===== config.mk =====
export PLATFORM = sky130hd
export DESIGN_NAME = divu_gen_flat
export DESIGN_NICKNAME = d
export VERILOG_FILES = /design/src/rtl/divu_gen_if.sv /design/src/rtl/divu_gen.sv /design/src/flat_wrapper.sv
export SDC_FILE = /design/constraint.sdc
export NUM_CORES = 1
export LEC_CHECK = 0
export ABC_CLOCK_PERIOD_IN_PS = 11300
export BUFFER_PORTS_ARGS = -buffer_cell sky130_fd_sc_hd__buf_2
export CORE_MARGIN = 5
export CORE_UTILIZATION = 50
export DETAILED_ROUTE_END_ITERATION = 10
export PLACE_DENSITY = 0.7
export SYNTH_ARGS = -nofsm -noshare
export SYNTH_HDL_FRONTEND = slang
export SYNTH_SLANG_ARGS = --single-unit

===== constraint.sdc =====
create_clock -name CLK -period 11.3 [get_ports CLK]
set_input_delay 2.26 -clock CLK [delete_from_list [all_inputs] [get_ports CLK]]
set_output_delay 2.26 -clock CLK [all_outputs]
set_load 0.1 [all_outputs]

===== src/rtl/divu_gen_if.sv =====
// IBUS slave bundle for the divu_gen divider.
// Address, data, lane and strobe signals plus the stall/decode responses.
interface divu_gen_if;
    logic [31:0] IBUS_A;
    logic [31:0] IBUS_DI;
    logic [31:0] IBUS_DO;
    logic [3:0]  IBUS_BA;
    logic        IBUS_WE;
    logic        IBUS_REQ;
    logic        IBUS_BUSY;
    logic        IBUS_ACT;

    modport master (
        output IBUS_A, IBUS_DI, IBUS_BA, IBUS_WE, IBUS_REQ,
        input  IBUS_DO, IBUS_BUSY, IBUS_ACT
    );
    modport slave (
        input  IBUS_A, IBUS_DI, IBUS_BA, IBUS_WE, IBUS_REQ,
        output IBUS_DO, IBUS_BUSY, IBUS_ACT
    );
endinterface


===== src/rtl/divu_gen.sv =====
// divu_gen: IBUS-mapped signed/unsigned 2DW/DW divider, BPS quotient bits per step.
// Optional DIVU_EARLY_OVF_EN: overflow found at load goes straight to DONE.
module divu_gen #(
    parameter int          DW   = 32,
    parameter int          BPS  = 1,
    parameter logic [31:0] BASE = 32'hFFFFFF00
) (
    input  logic       CLK,
    input  logic       RST,
    input  logic       CE_R,
    input  logic       CE_F,
    input  logic       RES_N,
    divu_gen_if.slave  bus,
    output logic       IRQ,
    output logic [7:0] VEC
);
    localparam int NSTEP = DW / BPS;
    localparam int CW    = $clog2(NSTEP) + 1;

    typedef enum logic [2:0] {S_IDLE, S_LOAD, S_ITER, S_FIX, S_DONE} state_t;

    state_t          r_st;
    logic [DW-1:0]   r_dvsr, r_h, r_l;
    logic            r_ovf, r_ovfie, r_uns;
    logic [7:0]      r_vcr;
    logic [31:0]     r_rd;
    logic            r_busy;
    logic [DW-1:0]   r_rem, r_ql, r_dm, r_q, r_r;
    logic [CW-1:0]   r_cnt;
    logic            r_eovf, r_neg, r_rneg, r_uns_s, r_ovfie_s;

    logic [31:0]     w_off;
    logic            w_act, w_sel, w_idle, w_wr, w_start;
    logic [2:0]      w_idx;
    logic [DW-1:0]   w_di;
    logic [2*DW-1:0] w_nmag;
    logic [DW-1:0]   w_dmag;
    logic            w_sn, w_sd, w_lovf;
    logic [DW-1:0]   w_rem_n, w_ql_n, w_sat;
    logic [31:0]     w_rdmux;
    logic            w_unused;

    assign w_off   = bus.IBUS_A - BASE;
    assign w_act   = (w_off < 32'd32);
    assign w_sel   = bus.IBUS_REQ & w_act;
    assign w_idx   = w_off[4:2];
    assign w_idle  = (r_st == S_IDLE);
    assign w_wr    = CE_R & w_sel & bus.IBUS_WE & w_idle;
    assign w_start = w_wr & w_idx[0] & (w_idx != 3'd3);
    assign w_di    = bus.IBUS_DI[DW-1:0];

    assign w_sn   = ~r_uns & r_h[DW-1];
    assign w_sd   = ~r_uns & r_dvsr[DW-1];
    assign w_nmag = w_sn ? -{r_h, r_l} : {r_h, r_l};
    assign w_dmag = w_sd ? -r_dvsr : r_dvsr;
    assign w_lovf = (w_dmag == '0) | (w_nmag[2*DW-1:DW] >= w_dmag);
    assign w_sat  = r_uns_s ? {DW{1'b1}} : {r_neg, {(DW-1){~r_neg}}};

    // Quotient bits shift into r_ql as dividend bits shift out of it.
    always_comb begin
        logic [DW:0] w_t;
        w_t     = '0;
        w_rem_n = r_rem;
        w_ql_n  = r_ql;
        for (int i = 0; i < BPS; i++) begin
            w_t    = {w_rem_n, w_ql_n[DW-1]};
            w_ql_n = {w_ql_n[DW-2:0], (w_t >= {1'b0, r_dm})};
            if (w_ql_n[0])
                w_t = w_t - {1'b0, r_dm};
            w_rem_n = w_t[DW-1:0];
        end
    end

    always_comb begin
        w_rdmux = '0;
        case (w_idx)
            3'd0:       w_rdmux = 32'(r_dvsr);
            3'd2:       w_rdmux = {29'd0, r_uns, r_ovfie, r_ovf};
            3'd3:       w_rdmux = {24'd0, r_vcr};
            3'd4, 3'd6: w_rdmux = 32'(r_h);
            default:    w_rdmux = 32'(r_l);
        endcase
    end

    assign bus.IBUS_DO   = w_act ? r_rd : 32'd0;
    assign bus.IBUS_ACT  = w_act;
    assign bus.IBUS_BUSY = r_busy;
    assign IRQ           = r_ovf & r_ovfie;
    assign VEC           = r_vcr;
    assign w_unused      = ^{bus.IBUS_BA[3:1], bus.IBUS_DI, w_off[1:0]};

    always_ff @(posedge CLK or posedge RST) begin
        if (RST) begin
            r_st  <= S_IDLE;
            r_dvsr <= '0; r_h <= '0; r_l <= '0;
            r_ovf <= 1'b0; r_ovfie <= 1'b0; r_uns <= 1'b0;
            r_vcr <= '0; r_rd <= '0; r_busy <= 1'b0;
            r_rem <= '0; r_ql <= '0; r_dm <= '0; r_q <= '0; r_r <= '0;
            r_cnt <= '0; r_eovf <= 1'b0; r_neg <= 1'b0; r_rneg <= 1'b0;
            r_uns_s <= 1'b0; r_ovfie_s <= 1'b0;
        end else if (CE_R && !RES_N) begin
            r_st  <= S_IDLE;
            r_dvsr <= '0; r_h <= '0; r_l <= '0;
            r_ovf <= 1'b0; r_ovfie <= 1'b0; r_uns <= 1'b0;
            r_vcr <= '0; r_rd <= '0; r_busy <= 1'b0;
            r_rem <= '0; r_ql <= '0; r_dm <= '0; r_q <= '0; r_r <= '0;
            r_cnt <= '0; r_eovf <= 1'b0; r_neg <= 1'b0; r_rneg <= 1'b0;
            r_uns_s <= 1'b0; r_ovfie_s <= 1'b0;
        end else begin
            if (CE_F && w_sel && !bus.IBUS_WE && w_idle)
                r_rd <= w_rdmux;
            if (CE_R) begin
                if (w_sel)
                    r_busy <= !w_idle;
                case (r_st)
                    S_IDLE: begin
                        if (w_wr) begin
                            case (w_idx)
                                3'd0: r_dvsr <= w_di;
                                3'd1: begin
                                    r_l <= w_di;
                                    r_h <= r_uns ? '0 : {DW{w_di[DW-1]}};
                                end
                                3'd2: if (bus.IBUS_BA[0]) begin
                                    r_ovf   <= r_ovf & w_di[0];
                                    r_ovfie <= w_di[1];
                                    r_uns   <= w_di[2];
                                end
                                3'd3: if (bus.IBUS_BA[0])
                                    r_vcr <= bus.IBUS_DI[7:0];
                                3'd4, 3'd6: r_h <= w_di;
                                default: r_l <= w_di;
                            endcase
                        end
                        if (w_start)
                            r_st <= S_LOAD;
                    end
                    S_LOAD: begin
                        r_rem     <= w_nmag[2*DW-1:DW];
                        r_ql      <= w_nmag[DW-1:0];
                        r_dm      <= w_dmag;
                        r_neg     <= w_sn ^ w_sd;
                        r_rneg    <= w_sn;
                        r_uns_s   <= r_uns;
                        r_ovfie_s <= r_ovfie;
                        r_eovf    <= w_lovf;
                        r_cnt     <= '0;
`ifdef DIVU_EARLY_OVF_EN
                        r_st <= w_lovf ? S_DONE : S_ITER;
`else
                        r_st <= S_ITER;
`endif
                    end
                    S_ITER: begin
                        r_rem <= w_rem_n;
                        r_ql  <= w_ql_n;
                        if (r_cnt == CW'(NSTEP - 1))
                            r_st <= S_FIX;
                        else
                            r_cnt <= r_cnt + 1'b1;
                    end
                    S_FIX: begin
                        r_q <= r_neg ? -r_ql : r_ql;
                        r_r <= r_rneg ? -r_rem : r_rem;
                        // Signed quotient must fit in DW bits two's complement.
                        r_eovf <= r_eovf | (~r_uns_s & r_ql[DW-1] &
                                  (~r_neg | (|r_ql[DW-2:0])));
                        r_st <= S_DONE;
                    end
                    S_DONE: begin
                        if (!r_eovf) begin
                            r_l <= r_q;
                            r_h <= r_r;
                        end else if (!r_ovfie_s) begin
                            r_l <= w_sat;
                        end
                        r_ovf <= r_ovf | r_eovf;
                        r_st  <= S_IDLE;
                    end
                    default: r_st <= S_IDLE;
                endcase
            end
        end
    end
endmodule


===== src/flat_wrapper.sv =====
// flat-port wrapper written by rule: the top's interface ports become plain ports
module divu_gen_flat 
#(
    parameter int          DW   = 32,
    parameter int          BPS  = 1,
    parameter logic [31:0] BASE = 32'hFFFFFF00
)
  (CLK, RST, CE_R, CE_F, RES_N, IRQ, VEC, bus_IBUS_A, bus_IBUS_DI, bus_IBUS_BA, bus_IBUS_WE, bus_IBUS_REQ, bus_IBUS_DO, bus_IBUS_BUSY, bus_IBUS_ACT);
  divu_gen_if bus_i ();
  input  logic CLK;
  input  logic RST;
  input  logic CE_R;
  input  logic CE_F;
  input  logic RES_N;
  output logic IRQ;
  output logic [7:0] VEC;
  input wire logic [$bits(bus_i.IBUS_A)-1:0] bus_IBUS_A;
  input wire logic [$bits(bus_i.IBUS_DI)-1:0] bus_IBUS_DI;
  input wire logic [$bits(bus_i.IBUS_BA)-1:0] bus_IBUS_BA;
  input wire logic [$bits(bus_i.IBUS_WE)-1:0] bus_IBUS_WE;
  input wire logic [$bits(bus_i.IBUS_REQ)-1:0] bus_IBUS_REQ;
  output wire logic [$bits(bus_i.IBUS_DO)-1:0] bus_IBUS_DO;
  output wire logic [$bits(bus_i.IBUS_BUSY)-1:0] bus_IBUS_BUSY;
  output wire logic [$bits(bus_i.IBUS_ACT)-1:0] bus_IBUS_ACT;
  assign bus_i.IBUS_A = bus_IBUS_A;
  assign bus_i.IBUS_DI = bus_IBUS_DI;
  assign bus_i.IBUS_BA = bus_IBUS_BA;
  assign bus_i.IBUS_WE = bus_IBUS_WE;
  assign bus_i.IBUS_REQ = bus_IBUS_REQ;
  assign bus_IBUS_DO = bus_i.IBUS_DO;
  assign bus_IBUS_BUSY = bus_i.IBUS_BUSY;
  assign bus_IBUS_ACT = bus_i.IBUS_ACT;
  divu_gen #(.DW(DW), .BPS(BPS), .BASE(BASE)) u_core (.CLK(CLK), .RST(RST), .CE_R(CE_R), .CE_F(CE_F), .RES_N(RES_N), .bus(bus_i), .IRQ(IRQ), .VEC(VEC));
endmodule

==> run_results.csv <==
group,metric,value,unit
clock_tree,cts-buffers-inserted,35,
clock_tree,tritoncts,"yes",
placement,gp_congestion,0.992,
routing,drc,0,
floorplan,die_area,0.0450,mm^2
finish,layout-drive-gt1-share,9.33,%
clock_tree,clkTransAtPathRegs,0.06,ns
global_routing,antenna_found_initial,1,
finish,fin_util,55.5,%
worst_setup_path,cp-end-kind,"output port",
timing,fin_crit_sh,60.7,%
clock_tree,post-cts-setup-buffers,0,
timing,min_period,6.86,ns
global_routing,grt.overflow.total,0,
timing,holdWs,0.478,ns
worst_setup_path,slowest_stage,"nor3_1",
min_path,holdCritPathClass,"reg2reg",
worst_setup_path,cp_slowest_stage_delay,0.42,ns
routing,avgRoutedWirePerCell,21.3,um
clock_tree,cts.sink_count,314,
routing,wirelength,65500,um
logic_synthesis,netlist_area,0.0205,mm^2
worst_setup_path,criticalPathCategory,"in2out",
clock_tree,cts_root_buf,"clkbuf_16",
global_routing,first_global_vias,18145,
logic_synthesis,synth_most_common_cell,"nor2_1",
worst_setup_path,cp-start-kind,"input pin",
logic_synthesis,synth_top_cell_by_area,"dfrtp_1",
worst_setup_path,worst-path-buf-inv,3,
floorplan,die_w,212,um
clock_tree,clk_latency,0.54,ns
floorplan,start_util,50.3,%
global_routing,grt_pass1_wl,102000,um
timing,tns,0,ns
clock_tree,ctsHoldBuffers,0,
timing,hold_viol,0,
logic_synthesis,synth_seq_cells,314,
pwr,p_leak,0.00978,uW
timing,fmax,0.146,GHz
timing,setup_violations,0,
global_routing,grt_max_degree,125,
worst_setup_path,crit_chain,"buf_2 > nand4_1 > nor3_1 > mux2i_1 > a21boi_0 > nor4_2 > buf_4 > and2_1 > buf_2",
logic_synthesis,ys_top_cells_by_area,"dfrtp_1 (38%), o21ai_0 (6.3%), nor2_1 (6.3%)",
global_routing,grt_util_all_layers,28.3,%
logic_synthesis,yosysWarnings,0,
worst_setup_path,worstPathArrival,4.60,ns
clock_tree,clockBufferDepth,3,
clock_tree,cts.htree.levels,2,
finish,area_delta_synth_final,10.3,%
routing,drtAntennaViolNets,0,
logic_synthesis,ys_top_cells_by_count,"nor2_1 (342), dfrtp_1 (314), o21ai_0 (258)",
finish,n_fill_cell,3661,
logic_synthesis,synth_top_cell_area_share,38.4,%
worst_setup_path,cpMostUsedCell,"buf_2",
routing,viasPerCell,6.25,
routing,drt-initial-drc-count,2120,
logic_synthesis,ys_seq_area_share,38.4,%
routing,drt_first_pass_iters,6,
floorplan,die-height,212,um
worst_setup_path,worst-path-max-fanout,36,
timing,timing.clock.skew,0.0155,ns
logic_synthesis,synth_ff_type,"dfrtp_1",
timing,slew_violations,0,
timing,rsz0062_at_grt,"false",
timing,max_slew_margin,27.4,%
run,maxCapViolCount,0,
floorplan,rows,74,
logic_synthesis,synthArstFlopShare,100,%
status,status,"complete, no violations",
placement,hpwl,46200,um
clock_tree,post_cts_resized,0,
logic_synthesis,synthDistinctLibCells,68,
timing,tightestPinTransition,1.09,ns
floorplan,coreArea,0.0406,mm^2
pwr,p_total,2900,uW
routing,vias,19255,
logic_synthesis,syn_nets,2648,
worst_setup_path,crit_family,"simple AND/OR/NAND/NOR gates",
placement,io_buffers,112,
logic_synthesis,synth.avg_cell_area,8.17,um^2
logic_synthesis,synth_edf_count,0,
floorplan,design.portCount,118,
finish,diodes,0,
worst_setup_path,crit_required,9.04,ns
finish,nets,2672,
logic_synthesis,synthCells,2503,
pwr,cellPowerDensity,129,mW/mm^2
pwr,irDropWorstVdd,0.112,mV
per-layer routing:
metal  part of all wire, %  up-vias  track usage, %
met5                 0.020        -               0
met4                   3.1        2            9.00
met3                   8.5      150            4.83
met2                    46      873            45.2
met1                    42     9332            39.8
li1                      -     8898               -
stage by stage:
stage               instances  instance area [um^2]  setup slack [ns]
floorplan                2503                 20500             0.354
global placement         3022                 21400              4.57
detailed placement       3022                 21400              4.43
CTS                      3083                 22600              4.43
global route             3083                 22600              4.21
finish                   3083                 22600              4.44
worst paths after layout:
| kind | from | endpoint | slack, ns | cells after the start |
|---|---|---|---|---|
| worst max-delay path | bus_IBUS_A[17] | bus_IBUS_DO[11] | 4.44 | 9 |
| worst min-delay path | u_core.r_q[12] | u_core.r_q[12] | 0.48 | 2 |
| worst max register to register | u_core.r_l[4] | u_core.r_eovf | 5.34 | 15 |
| worst min register to register | u_core.r_q[12] | u_core.r_q[12] | 0.48 | 2 |
| max in group asynchronous | RST | u_core.r_h[20] | 7.32 | 4 |
| min in group asynchronous | RST | u_core.r_dm[8] | 1.89 | 2 |
worst min-delay path: stages (launching register included):
cell and delay, ns:
dfrtp_1 0.34, nand2_1 0.04, o21ai_0 0.06
registers in the layout, summed over array words and instances, names as in the netlist, 3 cells and up:
register and flops:
u_core.r_dm 32, u_core.r_dvsr 32, u_core.r_rem 32, u_core.r_rd 32, u_core.r_ql 32, u_core.r_l 32
u_core.VEC 8, u_core.r_r 32, u_core.r_q 32, u_core.r_st 3, u_core.r_h 32, u_core.r_cnt 6
cell families (layout without fill, tap and decap cells):
logic type | Yosys count | in the layout | synth area share [%]
and+or+nand+nor | 875 | 875 | 19.5
AOI/OAI and AO/OA | 748 | 748 | 21.4
DFF | 314 | 314 | 38.4
buffers and inverters | 225 | 273 | 4.14
xor gates and xnor gates | 177 | 177 | 7.58
muxes | 94 | 94 | 4.63
adders and majority gates | 70 | 70 | 4.32
report_power, final:
part | switching, uW | internal, uW
clock | 483 | 677
sequential | 82.4 | 1170
combinational | 307 | 184
area by class of cell:
| type | count | area (um^2) | share of cell area (%) |
|---|---|---|---|
| inverter | 67 | 259 | 1.15 |
| multi-input combinational | 1964 | 11800 | 52.4 |
| clock buffer | 52 | 1030 | 4.57 |
| timing repair buffer | 145 | 808 | 3.58 |
| clock inverter | 9 | 106 | 0.472 |
| sequential | 314 | 7860 | 34.8 |
| tap | 532 | 666 | 2.95 |
layout by cell type, fill, tap and decap left out, drive strengths merged, types with 5 or more instances in the layout:
cell    synthesis  routed
a22o           14      14
nand2         240     240
nand2b         24      24
a21o           18      18
buf            18     145
nand3          53      53
xnor2          68      68
a211oi          5       5
nor2b          19      19
and2           37      37
xor2          109     109
a31oi          12      12
clkbuf        140      52
o211ai         10      10
ha             69      69
nor4           22      22
o41ai          20      20
a221oi          5       5
or4            24      24
or2            10      10
o31ai          36      36
or3            29      29
inv            67      70
o221a           5       5
o22ai          34      34
o21ai         265     265
dfrtp         314     314
nor2          342     342
mux2i          90      90
a21oi         255     255
and3            6       6
a22oi          28      28
nor3           29      29
nand4          26      26
o21bai          7       7
(Power assumes the default switching activity.)
